### config.mk
export PLATFORM = sky130hd
export DESIGN_NAME = core_mem_arb
export DESIGN_NICKNAME = d
export VERILOG_FILES = /design/src/rtl/core_mem_arb_pkg.sv /design/src/rtl/core_mem_rr_arb.sv /design/src/rtl/core_mem_arb.sv
export SDC_FILE = /design/constraint.sdc
export NUM_CORES = 1
export LEC_CHECK = 0
export ABC_AREA = 0
export BUFFER_PORTS_ARGS = -buffer_cell sky130_fd_sc_hd__buf_2
export CAP_MARGIN = 20
export CORE_AREA = 2 2 115 117
export CTS_BUF_LIST = sky130_fd_sc_hd__clkbuf_16
export CTS_CLUSTER_DIAMETER = 80
export DETAILED_ROUTE_END_ITERATION = 6
export DIE_AREA = 0 0 117 119
export GPL_ROUTABILITY_DRIVEN = 0
export PLACE_DENSITY = 0.63
export SLEW_MARGIN = 20
export SYNTH_ARGS = -nofsm -noshare
export SYNTH_HDL_FRONTEND = slang
export SYNTH_SLANG_ARGS = --single-unit
### constraint.sdc
create_clock -name clk -period 4.5 [get_ports clk]
set_input_delay 0.45 -clock clk [delete_from_list [all_inputs] [get_ports clk]]
set_output_delay 0.45 -clock clk [all_outputs]
set_load 0.02 [all_outputs]
### src/rtl/core_mem_arb_pkg.sv
// -----------------------------------------------------------------------------
// core_mem_arb_pkg
// Shared definitions for the memory arbiter slice: FSM state and owner
// encodings, latency counter width and a clog2 constant function.
// -----------------------------------------------------------------------------
package core_mem_arb_pkg;

   typedef enum logic {
      IDLE    = 1'b0,
      RD_BUSY = 1'b1
   } state_t;

   typedef enum logic {
      OWN_CPU  = 1'b0,
      OWN_HOST = 1'b1
   } owner_t;

   // Latency counter width; RD_LATENCY is limited to 1..4.
   localparam int CNT_W = 3;

   // Ceiling log2 for elaboration-time constants.
   function automatic int clog2(input int value);
      int r;
      r = 0;
      for (int v = value - 1; v > 0; v = v >> 1) r++;
      return r;
   endfunction

endpackage

### src/rtl/core_mem_rr_arb.sv
// -----------------------------------------------------------------------------
// core_mem_rr_arb
// Two-requester arbiter (CPU vs host). With HOST_PRIORITY != 0 the host wins
// contention; otherwise the port not favoured last time wins (round-robin).
// Ports:
//   clk, reset_n    clock, synchronous active-low reset
//   en              arbitration allowed this cycle
//   cpu_req         CPU is requesting
//   host_req        host is requesting
//   grant_valid     a grant is issued this cycle
//   grant           owner of the grant
// -----------------------------------------------------------------------------
module core_mem_rr_arb
   import core_mem_arb_pkg::*;
#(
   parameter int HOST_PRIORITY = 1
) (
   input  logic   clk,
   input  logic   reset_n,
   input  logic   en,
   input  logic   cpu_req,
   input  logic   host_req,
   output logic   grant_valid,
   output owner_t grant
);

   // Port favoured at the next contention; flipped away from every winner.
   owner_t rr_ptr;

   // NOTE: every combinational output gets a default first so no latch is inferred.
   always_comb begin
      grant_valid = en & (cpu_req | host_req);
      grant       = OWN_CPU;
      if (host_req && !cpu_req) begin
         grant = OWN_HOST;
      end else if (host_req && cpu_req) begin
         grant = (HOST_PRIORITY != 0) ? OWN_HOST : rr_ptr;
      end
   end

   // NOTE: sequential state uses non-blocking assignments; reset is synchronous.
   always_ff @(posedge clk) begin
      if (!reset_n) begin
         rr_ptr <= OWN_CPU;
      end else if (grant_valid) begin
         rr_ptr <= owner_t'(~grant);
      end
   end

endmodule

### src/rtl/core_mem_arb.sv
// -----------------------------------------------------------------------------
// core_mem_arb
// Arbitrates a CPU data port (byte address + byte enables) and a host CSR
// port (word address) onto one simple dual-port RAM with RD_LATENCY read
// latency. Writes complete in the grant cycle; reads hold the RAM read
// address until ram_q is valid. CPU accesses above the RAM are dropped and
// counted in a saturating counter.
// Ports:
//   clk, reset_n                      clock, synchronous active-low reset
//   cpu_*                             Avalon-style CPU data port
//   host_*                            Avalon-style host CSR port
//   ram_wren/byteena/wraddress/data   RAM write port
//   ram_rdaddress, ram_q              RAM read port
//   oor_clr, oor_count                clear / count of out-of-range accesses
// -----------------------------------------------------------------------------
module core_mem_arb
   import core_mem_arb_pkg::*;
#(
   parameter int ADDR_WIDTH    = 12,
   parameter int DATA_WIDTH    = 32,
   parameter int RD_LATENCY    = 1,
   parameter int HOST_PRIORITY = 1
) (
   input  logic                    clk,
   input  logic                    reset_n,
   input  logic [31:0]             cpu_address,
   input  logic                    cpu_read,
   input  logic                    cpu_write,
   input  logic [DATA_WIDTH-1:0]   cpu_writedata,
   input  logic [DATA_WIDTH/8-1:0] cpu_byteenable,
   output logic [DATA_WIDTH-1:0]   cpu_readdata,
   output logic                    cpu_waitrequest,
   input  logic [ADDR_WIDTH-1:0]   host_address,
   input  logic                    host_read,
   input  logic                    host_write,
   input  logic [DATA_WIDTH-1:0]   host_writedata,
   output logic [DATA_WIDTH-1:0]   host_readdata,
   output logic                    host_waitrequest,
   output logic                    ram_wren,
   output logic [DATA_WIDTH/8-1:0] ram_byteena,
   output logic [ADDR_WIDTH-1:0]   ram_wraddress,
   output logic [DATA_WIDTH-1:0]   ram_data,
   output logic [ADDR_WIDTH-1:0]   ram_rdaddress,
   input  logic [DATA_WIDTH-1:0]   ram_q,
   input  logic                    oor_clr,
   output logic [15:0]             oor_count
);

   localparam int BE_W  = DATA_WIDTH / 8;
   localparam int A_LSB = clog2(BE_W);
   localparam int A_HI  = ADDR_WIDTH + A_LSB;
   localparam logic [CNT_W-1:0] LAT_CNT = CNT_W'(RD_LATENCY);

   if (RD_LATENCY < 1 || RD_LATENCY > 4) begin : g_bad_latency
      $error("core_mem_arb: RD_LATENCY must be in 1..4");
   end
   if (DATA_WIDTH % 8 != 0) begin : g_bad_width
      $error("core_mem_arb: DATA_WIDTH must be a multiple of 8");
   end

   state_t                 state;
   logic [CNT_W-1:0]       cnt;
   logic [ADDR_WIDTH-1:0]  held_addr;
   owner_t                 held_owner;
   logic                   held_oor;

   logic                   cpu_req, host_req;
   logic                   cpu_oor;
   logic [ADDR_WIDTH-1:0]  cpu_word;
   logic                   grant_valid;
   owner_t                 grant;
   logic                   grant_wr;
   logic                   grant_rd;
   logic                   rd_done;
   logic                   oor_inc;

   assign cpu_req  = cpu_read  | cpu_write;
   assign host_req = host_read | host_write;
   assign cpu_word = cpu_address[A_HI-1:A_LSB];
   assign cpu_oor  = (cpu_address >> A_HI) != 32'd0;

   core_mem_rr_arb #(
      .HOST_PRIORITY (HOST_PRIORITY)
   ) u_arb (
      .clk         (clk),
      .reset_n     (reset_n),
      .en          (reset_n && state == IDLE),
      .cpu_req     (cpu_req),
      .host_req    (host_req),
      .grant_valid (grant_valid),
      .grant       (grant)
   );

   // A simultaneous read and write from one master is taken as a write.
   assign grant_wr = grant_valid && ((grant == OWN_CPU) ? cpu_write : host_write);
   assign grant_rd = grant_valid && !grant_wr;
   assign rd_done  = reset_n && state == RD_BUSY && cnt == LAT_CNT;
   assign oor_inc  = grant_valid && grant == OWN_CPU && cpu_oor;

   always_comb begin
      cpu_waitrequest  = 1'b0;
      host_waitrequest = 1'b0;
      cpu_readdata     = '0;
      host_readdata    = '0;
      ram_wren         = 1'b0;
      ram_byteena      = '0;
      ram_wraddress    = '0;
      ram_data         = '0;
      ram_rdaddress    = held_addr;
      if (!reset_n) begin
         cpu_waitrequest  = 1'b1;
         host_waitrequest = 1'b1;
      end else if (state == IDLE) begin
         if (grant_valid) begin
            // Loser stalls; winner stalls only while its read is pending.
            if (grant == OWN_CPU) begin
               host_waitrequest = host_req;
               cpu_waitrequest  = grant_rd;
               ram_wren         = grant_wr && !cpu_oor;
               ram_byteena      = cpu_byteenable;
               ram_wraddress    = cpu_word;
               ram_data         = cpu_writedata;
               if (grant_rd) ram_rdaddress = cpu_word;
            end else begin
               cpu_waitrequest  = cpu_req;
               host_waitrequest = grant_rd;
               ram_wren         = grant_wr;
               ram_byteena      = '1;
               ram_wraddress    = host_address;
               ram_data         = host_writedata;
               if (grant_rd) ram_rdaddress = host_address;
            end
         end
      end else begin
         cpu_waitrequest  = 1'b1;
         host_waitrequest = 1'b1;
         if (rd_done) begin
            if (held_owner == OWN_CPU) begin
               cpu_waitrequest = 1'b0;
               cpu_readdata    = held_oor ? '0 : ram_q;
            end else begin
               host_waitrequest = 1'b0;
               host_readdata    = ram_q;
            end
         end
      end
   end

   always_ff @(posedge clk) begin
      if (!reset_n) begin
         state      <= IDLE;
         cnt        <= '0;
         held_addr  <= '0;
         held_owner <= OWN_CPU;
         held_oor   <= 1'b0;
      end else begin
         case (state)
            IDLE: begin
               if (grant_rd) begin
                  held_addr  <= (grant == OWN_CPU) ? cpu_word : host_address;
                  held_owner <= grant;
                  held_oor   <= (grant == OWN_CPU) && cpu_oor;
                  cnt        <= CNT_W'(1);
                  state      <= RD_BUSY;
               end
            end
            RD_BUSY: begin
               if (cnt == LAT_CNT) begin
                  cnt   <= '0;
                  state <= IDLE;
               end else begin
                  cnt <= cnt + CNT_W'(1);
               end
            end
            default: state <= IDLE;
         endcase
      end
   end

   // Clear wins over a same-cycle increment; the count sticks at all ones.
   always_ff @(posedge clk) begin
      if (!reset_n || oor_clr) begin
         oor_count <= '0;
      end else if (oor_inc && oor_count != 16'hFFFF) begin
         oor_count <= oor_count + 16'd1;
      end
   end

endmodule

==> results by group <==
Timing
  • PnR worst setup slack: between 1.5 and 2 ns
  • Max Slew Vio Count: 0
  • RSZ-0062 raised after global routing: false
  • WHS: roughly 0.5 ns
  • Slew headroom: about 43%
  • Final worst-path cycle share: about 58%
  • Fin Setup TNS: 0 ns
  • Tmin final: 2.63 ns
  • Setup violators final: 0
  • Worst Tran Pin Value: ~0.86 ns
  • Fmax: 0.380 GHz
  • Final Skew: roughly 0.0044 ns
  • Count of final hold-check violations: 0

Yosys
  • Unique masters post-synth: 39
  • Most numerous cell in the Yosys netlist: nand2_1
  • Post-synth EDFFs: 0
  • Syn nets: between 500 and 600
  • Async S/R FF share, synth: 0%
  • Commonest cells post-synth: nand2_1 (85), and2_1 (77), a21oi_1 (44), nor2_1 (35), dfxtp_1 (34)
  • Seq/Total Area, Yosys: about a quarter
  • Top cells by area, synth: dfxtp_1 (25%), and2_1 (18%), nand2_1 (12%)
  • Synth Cell Area: about 2800 um2
  • Synth Register Bits: 34
  • Biggest area consumer among synthesized cells: dfxtp_1
  • Yosys warns: 0
  • Synth top area share: about 25%
  • Post-synth top flop: dfxtp_1
  • Synthesized area per cell: 6.70 um2
  • Post-Syn Instances: 411

GRT
  • Pin count of the biggest net entering global routing: 47
  • Initial antenna violation count: 0
  • GRT overflow: 0
  • Vias in the first global route: 3303
  • Gr usage total: 15.3%
  • First-pass GRT wire length: approximately 17000 um

Power and ir drop
  • Leak Pwr: 2.48 nW
  • Peak VDD IR: roughly 0.11 mV
  • Power Dens Cells: a little over 200 nW/um2

Critical path
  • FF-to-FF Start: state
  • R2R depth: 7
  • Critical Path End: ram_rdaddress[2]
  • Setup CP Type: input pin to primary output
  • Worst path bufs/invs: 2
  • Critical Path Stages: 5
  • Reg-to-reg slack, setup: 2.21 ns
  • CP max FO: 29
  • CP top delay family: simple AND/OR/NAND/NOR gates
  • Cell Chain, Critical Path: buf_2 -> nand2b_4 -> or3_1 -> o21ai_0 -> buf_2
  • Crit path DAT: between 2 and 2.5 ns
  • Most repeated library cell on the critical path: buf_2
  • Crit. End Element: primary output
  • Worst reg2reg endpoint: oor_count[8]
  • Slowest Stage Delay on Critical Path: 0.69 ns
  • Worst EP required: 4.05 ns
  • Crit path launch: reset_n
  • CP Launch Type: input pin
  • Slowest-stage cell, CP: or3_1

Routing
  • Vias: around 3700
  • DR DRC count: 0
  • Final WL: about 12000 um
  • DR WL/cell: about 14 um
  • Detailed Routing Iterations Pass 1: 4
  • DR vias/cell: ~4.3
  • Antenna violation net count after detailed routing: 0
  • Drt first-iter violations: 65

Place
  • Worst slack at placement: roughly 1.7 ns
  • Placed Area: approximately 4300 um2
  • Hpwl dp: 9640 um
  • Port Buffers: approximately 290

Finish
  • Final Net Count: 835
  • Final core occ: between 30% and 40%
  • Post-route cell area: roughly 4500 um2
  • Synth-to-layout area growth: 63.3%
  • Layout cell share with drive strength beyond 1: a little under half

Outcome
  • Status: finished clean

Floorplanning
  • Die H: 119 um
  • Initial Util: 21.4%
  • Core Box Area: roughly 13000 um2
  • Width of the die: 117 um
  • Die area: roughly 14000 um2
  • Cell Rows: 42
  • # IOs: about 290

Clocking
  • Num Clock Sinks: 34
  • CTS Hold Buffers Added: 0
  • CTS resizes: 0
  • Post-CTS Setup Inserts: 0
  • Cts bufs inserted: 5
  • CTS Root Cell: clkbuf_16
  • Clock-pin slew on the worst setup and hold paths: about 0.050 ns
  • CTS max path bufs: 2
  • # H-tree levels: 2
  • CTS tree: built
  • Worst-Skew Late Latency: about 0.27 ns

Run
  • Max Cap Viol: 0

Hold path
  • Class of the worst hold path: flip-flop to flip-flop
[state kept, by name, summed over array words and instances, names as in the netlist]
register    count
cnt             3
state           1
held_addr      12
held_oor        1
held_owner      1
oor_count      16
[per-stage QoR]
stage | total power, mW | cells
6_report | 0.915 | 859
5_1_grt | 0.969 | 858
4_1_cts | 0.928 | 857
3_5_place_dp | 0.607 | 851
3_3_place_gp | 0.605 | 851
2_1_floorplan | 0.473 | 411
[logic make-up after synthesis]
family / Yosys count / synth area share [%]
xor gates and xnor gates: 13 / 4.14
AOI/OAI and AO/OA: 69 / 14.4
adders and majority gates: 1 / 0.454
and+or+nand+nor: 245 / 45.4
muxes: 14 / 5.14
buffers and inverters: 35 / 5.73
DFF: 34 / 24.7
[how the worst min path moves through the flow]
stage                  from      endpoint  slack (ns)  depth (start not counted)
2_1_floorplan        cnt[2]        cnt[2]        0.48                          1
6_report       oor_count[8]  oor_count[8]        0.50                          2
3_5_place_dp   oor_count[8]  oor_count[8]        0.49                          2
5_1_grt        oor_count[8]  oor_count[8]        0.53                          2
4_1_cts        oor_count[8]  oor_count[8]        0.50                          2
3_3_place_gp   oor_count[8]  oor_count[8]        0.48                          2
[tightest hold or removal path: stages (launching register included)]
cell     delay (ns)
dfxtp_1        0.33
o31ai_1        0.07
a21oi_1        0.06
[power by group]
part | total [mW] | switching (mW) | internal (mW)
clock | 0.315 | 0.118 | 0.197
combinational | 0.287 | 0.173 | 0.114
sequential | 0.313 | 0.00476 | 0.309
[layer usage]
layer | part of all wire [%] | track usage [%]
met1 | 40 | 17.2
met4 | 1.4 | 4.04
met5 | 0 | 0
met3 | 9.2 | 3.21
met2 | 49 | 28.6
[layout make-up]
| class | instances | area, um2 |
|---|---|---|
| clock inverter | 1 | 3.75 |
| multi-input combinational | 342 | 1940 |
| tap | 176 | 220 |
| antenna | 1 | 2.50 |
| timing repair buffer | 296 | 1510 |
| clock buffer | 5 | 125 |
| fill | 1391 | 8380 |
| sequential | 34 | 681 |
| inverter | 4 | 15.0 |
[cell usage in the layout (no fill, tap or decap), types with 2 or more instances in the layout]
cell and count:
nand2_1 85, nand3_1 9, inv_1 4, nor3_1 3
dfxtp_1 34, nand2b_1 2, nand4_1 8, nor2b_1 3
and2_1 77, or3_1 2, mux2i_1 13, a21oi_1 44
clkbuf_16 5, buf_2 291, xor2_1 13, buf_4 4
o31ai_1 2, and4_1 2, nor4_1 2, or4_1 3
nor2_1 35, o21ai_0 16, and3_1 6, a31oi_4 2
Note: power is estimated with default switching activity, not from simulation.
